<file path="src/rtl/sram_controller.sv">
// sram_controller: 32-bit load/store responder that splits each access into two
// half-word cycles on a 16-bit SRAM and stalls the pipeline via o_ready.
module sram_controller #(
    parameter int          WAIT_CYCLES = 6,
    parameter logic [31:0] BASE_ADDR   = 32'd1024
) (
    input  logic        clk,
    input  logic        rst,
    input  logic        i_rd_en,
    input  logic        i_wr_en,
    input  logic [31:0] i_address,
    input  logic [31:0] i_write_data,
    output logic [31:0] o_read_data,
    output logic        o_ready,
    output logic [17:0] o_sram_addr,
    output logic        o_sram_we_n,
    output logic [15:0] o_sram_dq_out,
    output logic        o_sram_dq_oe,
    input  logic [15:0] i_sram_dq_in
);
    typedef enum logic [2:0] {S_IDLE, S_LO, S_HI, S_WAIT, S_DONE} state_t;
    state_t      r_state;
    logic [3:0]  r_cnt;
    logic        r_wr;
    logic [16:0] r_word;
    logic [15:0] r_wd_hi;
    logic [15:0] r_lo;
    logic        w_req;
    logic [16:0] w_word;
    assign w_req   = i_rd_en | i_wr_en;
    assign w_word  = 17'((i_address - BASE_ADDR) >> 2);
    assign o_ready = (r_state == S_DONE) || (r_state == S_IDLE && !w_req);
    // SRAM pins are registered one state ahead so they are stable for the whole LO/HI cycle
    always_ff @(posedge clk or posedge rst) begin
        if (rst) begin
            r_state       <= S_IDLE;
            r_cnt         <= 4'd0;
            r_wr          <= 1'b0;
            r_word        <= 17'd0;
            r_wd_hi       <= 16'd0;
            r_lo          <= 16'd0;
            o_read_data   <= 32'd0;
            o_sram_addr   <= 18'd0;
            o_sram_we_n   <= 1'b1;
            o_sram_dq_out <= 16'd0;
            o_sram_dq_oe  <= 1'b0;
        end else begin
            case (r_state)
                S_IDLE: if (w_req) begin
                    r_state      <= S_LO;
                    r_cnt        <= 4'd0;
                    r_wr         <= i_wr_en;
                    r_word       <= w_word;
                    r_wd_hi      <= i_write_data[31:16];
                    o_sram_addr  <= {w_word, 1'b0};
                    o_sram_we_n  <= ~i_wr_en;
                    o_sram_dq_oe <= i_wr_en;
                    if (i_wr_en) o_sram_dq_out <= i_write_data[15:0];
                end
                S_LO: begin
                    r_state     <= S_HI;
                    r_cnt       <= r_cnt + 4'd1;
                    o_sram_addr <= {r_word, 1'b1};
                    if (r_wr) o_sram_dq_out <= r_wd_hi;
                    else r_lo <= i_sram_dq_in;
                end
                S_HI: begin
                    r_state      <= (WAIT_CYCLES == 3) ? S_DONE : S_WAIT;
                    r_cnt        <= r_cnt + 4'd1;
                    o_sram_we_n  <= 1'b1;
                    o_sram_dq_oe <= 1'b0;
                    if (!r_wr) o_read_data <= {i_sram_dq_in, r_lo};
                end
                S_WAIT: begin
                    r_cnt <= r_cnt + 4'd1;
                    if (r_cnt == 4'(WAIT_CYCLES - 2)) r_state <= S_DONE;
                end
                default: r_state <= S_IDLE;
            endcase
        end
    end
endmodule

</file>
<file path="config.mk">
export PLATFORM = sky130hd
export DESIGN_NAME = sram_controller
export DESIGN_NICKNAME = d
export VERILOG_FILES = /design/src/rtl/sram_controller.sv
export SDC_FILE = /design/constraint.sdc
export NUM_CORES = 1
export LEC_CHECK = 0
export BUFFER_PORTS_ARGS = -buffer_cell sky130_fd_sc_hd__buf_2
export CAP_MARGIN = 0
export CORE_ASPECT_RATIO = 0.5
export CORE_MARGIN = 5
export CORE_UTILIZATION = 25
export DETAILED_ROUTE_END_ITERATION = 7
export PLACE_DENSITY = 0.54
export SYNTH_ARGS = -nofsm -noshare
export SYNTH_HDL_FRONTEND = slang
export SYNTH_SLANG_ARGS = --single-unit
</file>
<file path="constraint.sdc">
create_clock -name clk -period 6.9 [get_ports clk]
set_input_delay 1.38 -clock clk [delete_from_list [all_inputs] [get_ports clk]]
set_output_delay 1.38 -clock clk [all_outputs]
set_load 0.02 [all_outputs]
</file>
==> impl_metrics.json <==
{
  "status": "finished, final reports clean",
  "wl_um": 12420,
  "ctsResizeCount": 0,
  "timing.slew.headroom_pct": 35.57,
  "drive_gt1_share_pct": 39.42,
  "fin_crit_sh_pct": 50.64,
  "grt_overflow_total": 0,
  "rows": 37,
  "drt-initial-drc-count": 152,
  "ys.flop_type": "dfrtp_1",
  "routedWlPerCell_um": 14.38,
  "worstSetupPathType": "in -> out",
  "placed_area_um2": 6085,
  "final_common_cell": "buf_2",
  "seqPwrFrac_pct": 39.7,
  "highest_layer": "met5",
  "finalCriticalPeriod_ns": 3.494,
  "p_leak_uw": 0.003353,
  "cp.buffers_inverters": 2,
  "cellPowerDensity_nw_per_um2": 480.0,
  "path_cells": "buf_2, nor2_1, nor2_1, nor3_1, buf_2",
  "areaGrowthSynthToFinish_pct": 30.30,
  "cts_setup_buffers": 0,
  "avgSynthCellArea_um2": 11.63,
  "first_global_vias": 3944,
  "cts_tree": "done",
  "seq_area_frac_synth_pct": 61.01,
  "cp.arrival_ns": 2.11,
  "hold_class": "reg -> reg",
  "cts_buffer_depth": 2,
  "num_io_pins": 153,
  "ctsRootBufferMaster": "clkbuf_16",
  "fp.dieH_um": 111.3,
  "nFillCells": 2109,
  "slew_violations": 0,
  "cts_buffers": 17,
  "critPathMaxStageDelay_ns": 0.19,
  "postRouteAntennaNets": 0,
  "wl_met2_um": 6336,
  "drc": 0,
  "first_pass_iters": 4,
  "viasPerCell": 4.184,
  "syn-cell-area_um2": 5129,
  "crit_path_start_kind": "input pin",
  "htree_levels": 4,
  "dieArea_um2": 23650,
  "grtUsageTotal_pct": 11.01,
  "grt_first_pass_wirelength_um": 20530,
  "cts.sinks": 125,
  "ys_ff_latch": 125,
  "antenna_found_initial": 1,
  "comb_power_share_pct": 31.8,
  "max_freq_mhz": 286.2,
  "vias": 3615,
  "synth.distinct_cells": 41,
  "drt-met1-wl_um": 5482,
  "hold_viol": 0,
  "initial_core_util_pct": 25.18,
  "cp_data_required_time_ns": 5.52,
  "port_buffers": 137,
  "max_cap_viol_count": 0,
  "async_reset_ff_share_pct": 100.0,
  "stdcell_area_um2": 6683,
  "setup_tns_ns": 0,
  "setup_viol": 0,
  "dp_hpwl_um": 8479,
  "clk_latency_ns": 0.41,
  "syn_nets": 528,
  "cpLargestDelayFamily": "simple AND/OR/NAND/NOR gates",
  "synth_warnings": 0,
  "synthCells": 441,
  "p_total_uw": 3208,
  "die_x_um": 212.6,
  "cts.hold.buffers_added": 0,
  "skew_ns": 0.01358,
  "grt_max_degree": 79,
  "clk_pin_slew_ns": 0.06,
  "critPathMaxFanout": 7,
  "switching_share_pct": 34.87,
  "synth_edf_count": 0,
  "end_kind": "output pin",
  "n_antenna_cell": 0,
  "irDropWorstVdd_mv": 0.1425,
  "gp_congestion": 0.7277,
  "internal-power_uw": 2089,
  "wl_met3_um": 413,
  "worst_path_max_delay_cell": "buf_2",
  "rsz0062_at_grt": "no",
  "core_area_um2": 20370,
  "max_slew.worst_pin.slew_ns": 0.9665,
  "clkPwrFrac_pct": 28.5,
  "most-common-layout-cells": "buf_2 (137), dfrtp_1 (124), nand2_1 (110), mux2_2 (49), o21ai_0 (24)",
  "layout.nets": 665,
  "p_sw_uw": 1118
}
==> final timing paths <==
check | slack, ns | cells after the start | end | startpoint
min | 0.47 | 2 | o_sram_addr[0] | o_sram_addr[0]
min reg2reg | 0.47 | 2 | o_sram_addr[0] | o_sram_addr[0]
min in group asynchronous | 1.21 | 2 | o_read_data[23] | rst
max in group asynchronous | 4.50 | 3 | o_sram_addr[4] | rst
max reg2reg | 4.47 | 3 | r_lo[13] | r_state[0]
max | 3.41 | 5 | o_ready | i_rd_en
==> worst min-delay path: cells and delay by family (launching register included) <==
kind	cells	cell delay (ns)
flip-flops	1	0.34
AND/OR/NAND/NOR	2	0.10
==> power groups by stage <==
stage / clock network [uW] / logic, uW / registers, uW
final: 915 / 1020 / 1270
after global routing: 978 / 1130 / 1320
after CTS: 945 / 1040 / 1280
after detailed placement: 0 / 1040 / 1290
after global placement: 0 / 1020 / 1280
after floorplan: 0 / 517 / 1470
==> cells in the mapped netlist, drive strengths merged, types with 2 or more instances <==
master / number / share of area, %
inv: 5 / 0.37
nor2: 19 / 1.6
mux2: 49 / 11
buf: 18 / 2.0
clkbuf: 6 / 0.44
o21ai: 28 / 2.7
a221o: 4 / 0.78
a21o: 4 / 0.59
nand3: 6 / 0.59
ha: 3 / 0.73
o31ai: 2 / 0.39
o211ai: 2 / 0.29
nand2: 111 / 8.3
nor3: 6 / 0.68
xnor2: 2 / 0.34
a22oi: 10 / 1.5
xor2: 5 / 0.85
dfrtp: 124 / 61
a21oi: 6 / 0.59
mux2i: 16 / 3.1
nor2b: 2 / 0.24
==> layer usage <==
layer  track usage [%]  vias up
li1                  -     1779
met1             13.12     1774
met2             19.08       47
met3             2.884       13
met4             4.090        2
met5                 0        -
==> through the flow <==
stage	setup WS, ns	utilization, %	hold WS, ns	instances
3_3_place_gp	3.410	29.87	0.4575	832
4_1_cts	3.389	32.81	0.4737	864
6_report	3.406	32.81	0.4697	864
3_5_place_dp	3.397	29.87	0.4589	832
5_1_grt	3.332	32.81	0.4917	864
2_1_floorplan	2.194	-	0.4450	441
==> cell type report <==
type / count / area (um2) / area share (%)
well taps: 273 / 341.6 / 5.111
clock inverters: 13 / 165.2 / 2.471
repair buffers: 142 / 723.2 / 10.82
inverters: 5 / 21.27 / 0.3183
multi-input cells: 287 / 1869 / 27.97
clock buffers: 19 / 432.9 / 6.478
flip-flops and latches: 125 / 3129 / 46.83
==> registers in the layout, indices dropped and copies added, names as in the netlist <==
register       cells
o_read_data       32
o_sram_addr       18
r_word            17
o_sram_dq_out     16
r_lo              16
r_wd_hi           16
r_cnt              4
r_state            3
o_sram_dq_oe       1
o_sram_we_n        1
r_wr               1
==> cell families (layout without fill, tap and decap cells) <==
group           Yosys count  count (layout)  synth area share (%)
mux                      65              65                 13.88
xor+xnor                  7               7                 1.195
compound gates           61              61                 7.685
buf+inv                  29             179                 2.806
fa+ha+maj                 3               3                0.7320
flops                   125             125                 61.02
simple gates            151             151                 12.69
(Power assumes the default switching activity.)
